[src/rtl/pc_pkg.sv]
// Shared types and default constants for the fetch program counter.
// Optional feature macro used by this slice: PC_ALIGN_CHECK_EN.
package pc_pkg;

    typedef enum logic [1:0] {
        BR_REL  = 2'b00,
        BR_JMP  = 2'b01,
        BR_JREG = 2'b10,
        BR_NONE = 2'b11
    } br_type_t;

    typedef enum logic [1:0] {
        PC_RUN  = 2'b00,
        PC_SLOT = 2'b01,
        PC_HALT = 2'b10
    } pc_state_t;

    localparam logic [31:0] PC_RESET_VECTOR = 32'hBFC0_0000;
    localparam logic [31:0] PC_HALT_ADDR    = 32'h0000_0000;
    localparam int          PC_MIN_ADDR_W   = 28;

endpackage

[src/rtl/pc_target_calc.sv]
// Combinational redirect target, sequential address and link address generation.
// PC_ALIGN_CHECK_EN undefined: register-jump targets are word-aligned by masking bits [1:0].
module pc_target_calc
    import pc_pkg::*;
#(
    parameter int ADDR_W = 32
) (
    input  logic [ADDR_W-1:0] pc,
    input  logic [1:0]        br_type,
    input  logic [15:0]       br_offset,
    input  logic [25:0]       j_index,
    input  logic [ADDR_W-1:0] rs_val,
    output logic [ADDR_W-1:0] seq,
    output logic [ADDR_W-1:0] target,
    output logic [ADDR_W-1:0] link_addr
);

    logic [ADDR_W-1:0] rel_off;
    logic [ADDR_W-1:0] rel_tgt;
    logic [ADDR_W-1:0] jmp_tgt;
    logic [ADDR_W-1:0] reg_tgt;

    assign seq       = pc + ADDR_W'(4);
    assign link_addr = pc + ADDR_W'(8);

    // Word offset: sign-extend then scale by 4.
    assign rel_off = {{(ADDR_W-18){br_offset[15]}}, br_offset, 2'b00};
    assign rel_tgt = seq + rel_off;

    generate
        if (ADDR_W > 28) begin : g_region_hi
            assign jmp_tgt = {seq[ADDR_W-1:28], j_index, 2'b00};
        end else begin : g_region_only
            assign jmp_tgt = {j_index, 2'b00};
        end
    endgenerate

`ifdef PC_ALIGN_CHECK_EN
    assign reg_tgt = rs_val;
`else
    assign reg_tgt = rs_val & ~ADDR_W'(3);
`endif

    always_comb begin
        target = reg_tgt;
        case (br_type)
            BR_REL:  target = rel_tgt;
            BR_JMP:  target = jmp_tgt;
            default: target = reg_tgt;
        endcase
    end

endmodule

[src/rtl/pc_unit.sv]
// Fetch program counter with branch-delay slot, stall hold and halt on redirect to HALT_ADDR.
// Optional macro PC_ALIGN_CHECK_EN: misaligned register-jump targets raise a sticky fault and halt.
module pc_unit
    import pc_pkg::*;
#(
    parameter int          ADDR_W       = 32,
    parameter logic [31:0] RESET_VECTOR = PC_RESET_VECTOR,
    parameter logic [31:0] HALT_ADDR    = PC_HALT_ADDR
) (
    input  logic              clk,
    input  logic              rst_n,
    input  logic              stall,
    input  logic              br_valid,
    input  logic [1:0]        br_type,
    input  logic [15:0]       br_offset,
    input  logic [25:0]       j_index,
    input  logic [ADDR_W-1:0] rs_val,
    output logic [ADDR_W-1:0] pc,
    output logic [ADDR_W-1:0] link_addr,
    output logic              in_delay_slot,
    output logic              active,
    output logic              misalign_fault
);

    generate
        if (ADDR_W < PC_MIN_ADDR_W) begin : g_addr_w_check
            $error("pc_unit: ADDR_W must be at least 28");
        end
    endgenerate

    localparam logic [1:0] S_RUN  = PC_RUN;
    localparam logic [1:0] S_SLOT = PC_SLOT;
    localparam logic [1:0] S_HALT = PC_HALT;

    localparam logic [ADDR_W-1:0] RST_PC  = ADDR_W'(RESET_VECTOR);
    localparam logic [ADDR_W-1:0] HALT_PC = ADDR_W'(HALT_ADDR);

    logic [1:0]        state_q, state_d;
    logic [ADDR_W-1:0] pc_q, pc_d;
    logic [ADDR_W-1:0] pend_q, pend_d;
    logic              active_q, active_d;
    logic [ADDR_W-1:0] seq;
    logic [ADDR_W-1:0] target;

`ifdef PC_ALIGN_CHECK_EN
    logic fault_q, fault_d;
`endif

    pc_target_calc #(
        .ADDR_W(ADDR_W)
    ) u_target_calc (
        .pc       (pc_q),
        .br_type  (br_type),
        .br_offset(br_offset),
        .j_index  (j_index),
        .rs_val   (rs_val),
        .seq      (seq),
        .target   (target),
        .link_addr(link_addr)
    );

    always_comb begin
        state_d  = state_q;
        pc_d     = pc_q;
        pend_d   = pend_q;
        active_d = active_q;
`ifdef PC_ALIGN_CHECK_EN
        fault_d  = fault_q;
`endif
        if (!stall) begin
            case (state_q)
                S_RUN: begin
                    if (br_valid && (br_type != BR_NONE)) begin
`ifdef PC_ALIGN_CHECK_EN
                        if ((br_type == BR_JREG) && (rs_val[1:0] != 2'b00)) begin
                            fault_d  = 1'b1;
                            active_d = 1'b0;
                            state_d  = S_HALT;
                        end else begin
                            pend_d  = target;
                            pc_d    = seq;
                            state_d = S_SLOT;
                        end
`else
                        pend_d  = target;
                        pc_d    = seq;
                        state_d = S_SLOT;
`endif
                    end else begin
                        pc_d = seq;
                    end
                end
                // A redirect issued from the delay slot is undefined, so br_valid is ignored here.
                S_SLOT: begin
                    pc_d = pend_q;
                    if (pend_q == HALT_PC) begin
                        state_d  = S_HALT;
                        active_d = 1'b0;
                    end else begin
                        state_d = S_RUN;
                    end
                end
                default: begin
                end
            endcase
        end
    end

    always_ff @(posedge clk or negedge rst_n) begin
        if (!rst_n) begin
            state_q  <= S_RUN;
            pc_q     <= RST_PC;
            pend_q   <= '0;
            active_q <= 1'b1;
        end else begin
            state_q  <= state_d;
            pc_q     <= pc_d;
            pend_q   <= pend_d;
            active_q <= active_d;
        end
    end

`ifdef PC_ALIGN_CHECK_EN
    always_ff @(posedge clk or negedge rst_n) begin
        if (!rst_n) begin
            fault_q <= 1'b0;
        end else begin
            fault_q <= fault_d;
        end
    end
    assign misalign_fault = fault_q;
`else
    assign misalign_fault = 1'b0;
`endif

    assign pc            = pc_q;
    assign active        = active_q;
    assign in_delay_slot = (state_q == S_SLOT);

endmodule

[config.mk]
export PLATFORM = sky130hd
export DESIGN_NAME = pc_unit
export DESIGN_NICKNAME = d
export VERILOG_FILES = /design/src/rtl/pc_pkg.sv /design/src/rtl/pc_target_calc.sv /design/src/rtl/pc_unit.sv
export SDC_FILE = /design/constraint.sdc
export NUM_CORES = 1
export LEC_CHECK = 0
export ABC_AREA = 1
export CAP_MARGIN = 20
export CORE_MARGIN = 2
export CORE_UTILIZATION = 50
export CTS_CLUSTER_DIAMETER = 40
export DETAILED_ROUTE_END_ITERATION = 10
export PLACE_DENSITY = 0.77
export SYNTH_ARGS = -nofsm -noshare
export SYNTH_HDL_FRONTEND = slang
export SYNTH_SLANG_ARGS = --single-unit
[constraint.sdc]
create_clock -name clk -period 2.9 [get_ports clk]
set_input_delay 0.58 -clock clk [delete_from_list [all_inputs] [get_ports clk]]
set_output_delay 0.58 -clock clk [all_outputs]
set_load 0.05 [all_outputs]
# [Yosys cells after proc, flatten, opt, wreduce, memory -nomap -nowiden]
# Index checks and enable logic that the tools add are counted.
[totals] reg_bits=67 latchBits=0 ramBits=0 rom_bits=0 inputBits=80 output_inout_bits=67 elab_cells=26 n_memories=0
[classes] add_sub_neg=3 mul=0 div=0 order_cmp=0 n_eq_ne=4 shifts=0 muxes=5 bitwise_logic=1 reduce_logical=9
[ops] operator="32-bit case mux with 2 select lines" n=2
[ops] operator="32-bit by 3-bit adder with 32-bit output (second input constant)" n=1
[ops] operator="32-bit adder" n=1
[ops] operator="32-bit by 4-bit adder with 32-bit output (second input constant)" n=1
[ops] operator="32-bit logical NOT" n=1
[ops] operator="3-bit AND reduction" n=3
[ops] operator="2-bit by 1-bit equality test with 1-bit output (second input constant)" n=2
[ops] operator="2-bit logical NOT" n=2
[ops] operator="2-bit two-way mux" n=2
[ops] operator="2-bit inequality test (second input constant)" n=2
[ops] operator="2-bit case mux with 2 select lines" n=1
[ops] operator="2-bit AND reduction" n=1
[ops] operator="2-bit nonzero test" n=1
[ops] operator="1-bit logical AND" n=1
[ops] operator="1-bit inverter" n=1

# [Logic depth before layout (Yosys ltp)]
[depth] ltp_word=4 depth_mapped=22

# [Cells and area by module]
# From an unflattened synthesis, not the netlist that was laid out.
[unflattened] cells_unflattened=1165 hier_area_um2=7130.6
[by_module_without_submodules] mod="pc_target_calc" n_inst=1 cells_each=785 area_per_inst_um2=3948.8
[by_module_without_submodules] mod="pc_unit" n_inst=1 cells_each=380 area_per_inst_um2=3181.8

# [Worst setup path after synthesis]
# No wires, ideal clock.
[synth_path] kind="register -> register" from="register pc_q[4] (netlist: pc[4])" to="register pend_q[21]" arrival_ps=3482 required_ps=2784 setup_slack_ps=-698 path_stages_with_launch=21 path_buffers=0 cell_sequence="dfrtp_1 -> ha_1 -> inv_1 -> nor2_2 -> nand2_2 -> nor2_1 -> xor2_1 -> o21ai_1 -> inv_1 -> ha_1 -> nand2_1 -> nor2_1 -> inv_1 -> nor2_1 -> nand4_1 -> nand3_1 -> nand2_1 -> nand3_1 -> nand2_1 -> nand2_1 -> nand2_1"
[synth_between] elab_chain_cells=3
[synth_rtl] item="start: declaration" line_no="pc_unit.sv:39" source="logic [ADDR_W-1:0] pc_q, pc_d;"
[synth_rtl] item="start signal: assignment" line_no="pc_unit.sv:117" source="pc_q <= pc_d;"
[synth_rtl] item="32-bit by 3-bit adder with 32-bit output" line_no="pc_target_calc.sv:23" source="assign seq = pc + ADDR_W'(4);"
[synth_rtl] item="32-bit adder" line_no="pc_target_calc.sv:28" source="assign rel_tgt = seq + rel_off;"
[synth_rtl] item="32-bit case mux with 2 select lines" line_no="pc_target_calc.sv:46" source="case (br_type)"
[synth_rtl] item="end signal: assignment" line_no="pc_unit.sv:118" source="pend_q <= pend_d;"
[synth_rtl] item="end: declaration" line_no="pc_unit.sv:40" source="logic [ADDR_W-1:0] pend_q, pend_d;"
# No other way between the ends.
# A chain may end at the register's enable or synchronous reset.

# [Worst setup path after layout]
[layout_path] from="register pc_q[3] (netlist: pc[3])" to="register pend_q[25]"
# The elaborated chain is that of the path after synthesis.

==> key figures <==
Logic synthesis
  • Synth async-reset ratio: 1.00
  • Cell count after synthesis: 1,062
  • Net count after synthesis: 1,178
  • Largest cells by area after synthesis: dfrtp_1, nand2_1, inv_1
  • Most instantiated cells after synthesis: nand2_1, inv_1, nor2_1, nand3_1, a21oi_1
  • Mapped Area: 6690 µm²
  • Post-synth EDFFs: 0
  • Yosys warnings: 0
  • Top FF cell, synth: dfrtp_1
  • Distinct cell type count after synthesis: 41
  • Most common cell in the netlist: nand2_1
  • Seq/Total Area, Yosys: 0.253
  • Post-synth top area share: 0.213
  • #FFs+latches synth: 67
  • Syn avg cell area: 6.29 µm²
  • Yosys top cell by area: dfrtp_1

Floorplanning
  • Die area: 14,300 µm²
  • Row count: 42
  • Die Wd: 120 µm
  • CORE AREA: 13,100 µm²
  • Die H: 120 µm
  • Initial Util: 0.509
  • Top Ports: 147

GRT
  • First-pass GRT wire length: 37.4 mm
  • Vias in the first global route: 7,361
  • Largest net degree at the start of global routing: 68
  • Total congestion overflow: 0
  • Gr usage total: 0.332
  • Initial antenna violation count: 0

Setup path
  • Critical path data required time: 3.12 ns
  • Crit. End Element: flip-flop
  • Crit Path Max Fanout: 4
  • Worst endpoint data arrival time: 3.23 ns
  • Crit Path Category: flip-flop to flip-flop
  • CP Launch Type: flip-flop

CTS
  • H-tree levels: 3
  • Clk root buf: clkbuf_16
  • Reg clk slew, reported paths: 0.06 ns
  • Clock Latency Late Sink: 0.35 ns
  • CTS tree: done
  • Clock Path Buffers: 2
  • CTS Sinks: 67
  • CTS hold repair buffers: 0
  • TritonCTS Buffers: 9

STA
  • Rel. slew slack: 0.476
  • Sum Neg Setup Slack: -0.232 ns
  • Worst Max-Slew Pin Slew: 0.786 ns
  • Hold Vio Cnt, Final: 0
  • Post-route setup slack: -0.109 ns
  • Clock Skew: 0.0100 ns
  • Hold slack: 0.249 ns
  • Fmax: 0.332 GHz
  • Final period utilization: 1.04
  • Setup violations, final: 5
  • Fin crit period: 3.01 ns
  • RSZ-0062 raised after global routing: yes
  • Max-slew violations: 0

Drt
  • Via count: 8,498
  • Drt pass-1 iters: 6
  • Post-Route WL: 26.7 mm
  • Wire per inst: 18.0 µm
  • Remaining antenna violation count: 0
  • DR iter-0 viols: 1,176
  • Vias/cell: 5.73
  • DRC viols: 0

Run
  • Maxcap violations: 0

Placement
  • Post-DP Area: 9310 µm²
  • I/O Buffers: 143
  • Detailed Place HPWL: 19.0 mm
  • Post-place setup slack: -0.0873 ns
  • GPL Wtd Cong: 0.936

Layout
  • Fillers: 855
  • Util after Layout: 0.805
  • Layout net count: 1,418
  • Final instance area: 10,600 µm²
  • Area of the multi-input gates: 5190 µm²
  • Ant. Diodes: 0
  • Flip-flop and latch area: 1710 µm²
  • Layout cells sized above 1: 0.294
  • Synth-to-Final Area Change: 58.2%

Hold path
  • Min-delay worst type: input port to async pin

Status
  • Failing checks: setup timing
  • Run status: complete, but fails checks

Pwr
  • P per Cell Area: 725 nW/µm²
  • Maximum vdd drop: 0.505 mV
  • Static leakage power: 4.90 nW
==> worst max-delay path, cell delays in order, from the launching register on <==
cell	delay, ns
dfrtp_2	0.43
ha_4	0.16
inv_2	0.05
nor2_4	0.17
nand4_1	0.15
buf_6	0.17
nor2_4	0.14
xor2_1	0.09
buf_4	0.16
ha_4	0.29
nand2_2	0.07
nor2_2	0.23
nand2_1	0.14
nor2_1	0.13
nand2_1	0.13
nand3_1	0.13
nand2_1	0.09
nand3_2	0.07
a21oi_1	0.06
==> registers in the layout, indices dropped and copies added (netlist names) <==
signal	flops
active	1
pc	32
pend_q	32
state_q	2
==> timing repair <==
item	CTS	global route
pin swaps	6	66
resized for setup	28	165
setup buffers	1	12
endpoints found under the setup margin	16	23
==> layer usage <==
layer,vias to the layer above,track usage,share of wire
met5,-,0,0
met4,0,0.121,0.047
met3,101,0.0442,0.081
met2,523,0.518,0.46
met1,3969,0.472,0.41
li1,3905,-,-
==> worst paths after layout <==
path	startpoint	to	slack [ns]	cells after the start
hold / removal	rst_n	pc[3]	0.25	2
setup reg to reg	pc[3]	pend_q[25]	-0.11	18
setup / recovery	pc[3]	pend_q[25]	-0.11	18
min in group clk	active	active	0.44	2
max in group asynchronous	rst_n	pc[22]	2.31	2
hold reg to reg	active	active	0.44	2
==> where the power goes <==
group          internal [mW]  switching, mW
logic                   2.01           3.10
registers               1.19          0.239
clock network          0.671          0.453
total                   3.88           3.79
==> layout by cell type, fill, tap and decap left out, drive strengths merged <==
master,count
a21boi,3
o22ai,4
clkdlybuf4s50,117
nand2,287
dfstp,10
or2,11
nand3,73
o21bai,6
dfrtp,57
bufinv,1
and2,5
clkinv,6
buf,143
ha,35
and3,1
nand4,15
xor2,49
a31oi,2
a41oi,8
fa,1
nand3b,4
inv,160
conb,1
a221oi,16
o211ai,1
dlymetal6s2s,2
o21ai,65
nor3,20
nor4,3
a22oi,8
clkbuf,9
a21o,2
clkinvlp,1
nor2,118
a21oi,63
==> cell families after synthesis <==
group,after synthesis,share of synthesized area
xor gates and xnor gates,49,0.0642
other,1,0.000561
and+or+nand+nor,537,0.346
adders and majority gates,36,0.0685
DFF,67,0.253
AOI/OAI and AO/OA,178,0.155
buffers and inverters,194,0.113
==> per-stage QoR <==
step                power [mW]  instances
floorplan                 4.10       1062
global placement          5.72       1454
detailed placement        5.79       1454
CTS                       7.00       1471
global route              8.06       1483
finish                    7.67       1483
==> final cells by class <==
| cell class | count | area share |
|---|---|---|
| Inverter | 161 | 0.0571 |
| Clock inverter | 7 | 0.00733 |
| Multi-Input combinational cell | 801 | 0.491 |
| Sequential cell | 67 | 0.162 |
| Tap cell | 176 | 0.0208 |
| Timing Repair Buffer | 262 | 0.241 |
| Clock buffer | 9 | 0.0213 |
(Power assumes the default switching activity.)
==> variant: new RTL, same settings <==
Add an input register stage for `br_offset`; this delays it by one clock. The other inputs are not delayed to match.
--- a/src/rtl/pc_unit.sv
+++ b/src/rtl/pc_unit.sv
@@ -21,6 +21,12 @@
     output logic              active,
     output logic              misalign_fault
 );
+
+    logic [15:0] br_offset_q;
+
+    always_ff @(posedge clk) begin
+        br_offset_q <= br_offset;
+    end
 
     generate
         if (ADDR_W < PC_MIN_ADDR_W) begin : g_addr_w_check
@@ -51,7 +57,7 @@
     ) u_target_calc (
         .pc       (pc_q),
         .br_type  (br_type),
-        .br_offset(br_offset),
+        .br_offset(br_offset_q),
         .j_index  (j_index),
         .rs_val   (rs_val),
         .seq      (seq),
Formal check against the unedited RTL: not equivalent (a bounded check fails within 4 cycles, from zero or initial values and one cycle with rst_n low).
==> variant against the unedited design <==
Maximum frequency up 5.4%. Wire length increased by 3.3%. Sequential cell count grew 16. Sequential share of layout area up 2.1 points. Total power rose by 4.4%. Count of clock-buffer cells in the layout increased by 2. Final area increased by 4.8%. Sequential power increased by 17%. Synthesized area grew 5.9%. Worst setup slack better by 0.15 ns.
==> variant: results (changes against the unedited design) <==
| Metric | Value |
|---|---|
| Ys async rst share | `80.72% (-19 points)` |
| DR pass1 iterations | `5 (-1)` |
| Synth Area in XOR/XNOR | `6.062% (-0.36 points)` |
| Syn_nets | `1206 (+2.4%)` |
| Global-route wire length before repair | `39550 um (+5.8%)` |
| NonClk Buf Share | `24.33% (+0.23 points)` |
| Leak | `5.217 nW (+6.4%)` |
| Placed Cells | `1521 (+4.6%)` |
| Fill count | `993 (+16%)` |
| Post-Synth Adder-Cell Area | `6.469% (-0.38 points)` |
| Outcome | `finished clean` |
| Fin util | `79.85% (-0.67 points)` |
| Worst VDD drop | `0.4670 mV (-7.4%)` |
| Tmin final | `2.855 ns (-0.1536 ns)` |
| Sequential share of cell area | `18.29% (+2.1 points)` |
| Vias in the first global route | `7759 (+5.4%)` |
| Top cells by area, synth | `dfrtp_1, nand2_1, inv_1` |
| Metal3 WL | `2320 um (+6.9%)` |
| Largest net degree at the start of global routing | `42 (-38%)` |
| Multi-input gates | `815 (+1.7%)` |
| Inverter count | `155 (-3.7%)` |
| P_int | `0.004217 W (+8.7%)` |
| Multi-input logic portion of the cell area | `47.10% (-2.0 points)` |
| Non-clk bufs | `299 (+14%)` |
| Gr usage total | `34.55% (+1.3 points)` |
| Setup Skew | `0.009420 ns (-0.0006086 ns)` |
| Reg2reg path depth | `17 (-1)` |
| Vias | `8617 (+1.4%)` |
| Reg2Reg Setup Slack | `0.04 ns (+0.15 ns)` |
| Layout cells sized above 1 | `30.70% (+1.3 points)` |
| Core Region | `0.01388 sq mm (+5.7%)` |
| CP Capture Point | `pend_q[26]` |
| Global Route met3 Usage | `7.103% (+2.7 points)` |
| RD Place Congestion | `0.9542 (+1.9%)` |
| GR met1 Demand/Resource | `46.70% (-0.53 points)` |
| Clock Sinks | `83 (+24%)` |
| Synth cell count leaders | `nand2_1, inv_1, nor2_1` |
variant: changes by cell type in the layout (fill, tap and decap cells not counted), sizes merged, moves of 6 or more:
cell | before | now
nand2 | 287 | 300
inv | 160 | 154
dfxtp | 0 | 16
nor2 | 118 | 125
buf | 143 | 181
a22oi | 8 | 2
variant: how the worst min path moves through the flow:
| stage | startpoint | end | slack (ns) | cells past startpoint |
|---|---|---|---|---|
| 6_report | rst_n | pc[4] | 0.25 | 1 |
| 5_1_grt | rst_n | pc[4] | 0.29 | 1 |
| 4_1_cts | rst_n | pc[4] | 0.26 | 1 |
| 3_5_place_dp | active | active | 0.44 | 2 |
| 3_3_place_gp | active | active | 0.43 | 2 |
| 2_1_floorplan | rst_n | pc[0] | 0.28 | 0 |
variant: metrics by stage:
stage	power (W)	hold WS (ns)	TNS (ns)
final	0.008007	0.2455	0
after global routing	0.008428	0.2887	-0.9345
after CTS	0.007385	0.2599	-0.0001448
after detailed placement	0.005997	0.4376	-0.3323
after global placement	0.005932	0.4316	-0.1381
after floorplan	0.004249	0.2844	-0.009025
variant: timing repair:
item,CTS,global route
gates resized for setup,29,153
hold buffers,0,0
setup buffers,0,11
setup endpoints to repair,18,30
pin swaps,3,40
variant: power groups by stage:
| stage | sequential, W | combinational (W) | clock (W) |
|---|---|---|---|
| 3_3_place_gp | 0.00167 | 0.00427 | 0 |
| 2_1_floorplan | 0.00201 | 0.00224 | 0 |
| 3_5_place_dp | 0.00167 | 0.00433 | 0 |
| 6_report | 0.00167 | 0.00505 | 0.00128 |
| 5_1_grt | 0.00170 | 0.00541 | 0.00132 |
| 4_1_cts | 0.00166 | 0.00443 | 0.00129 |
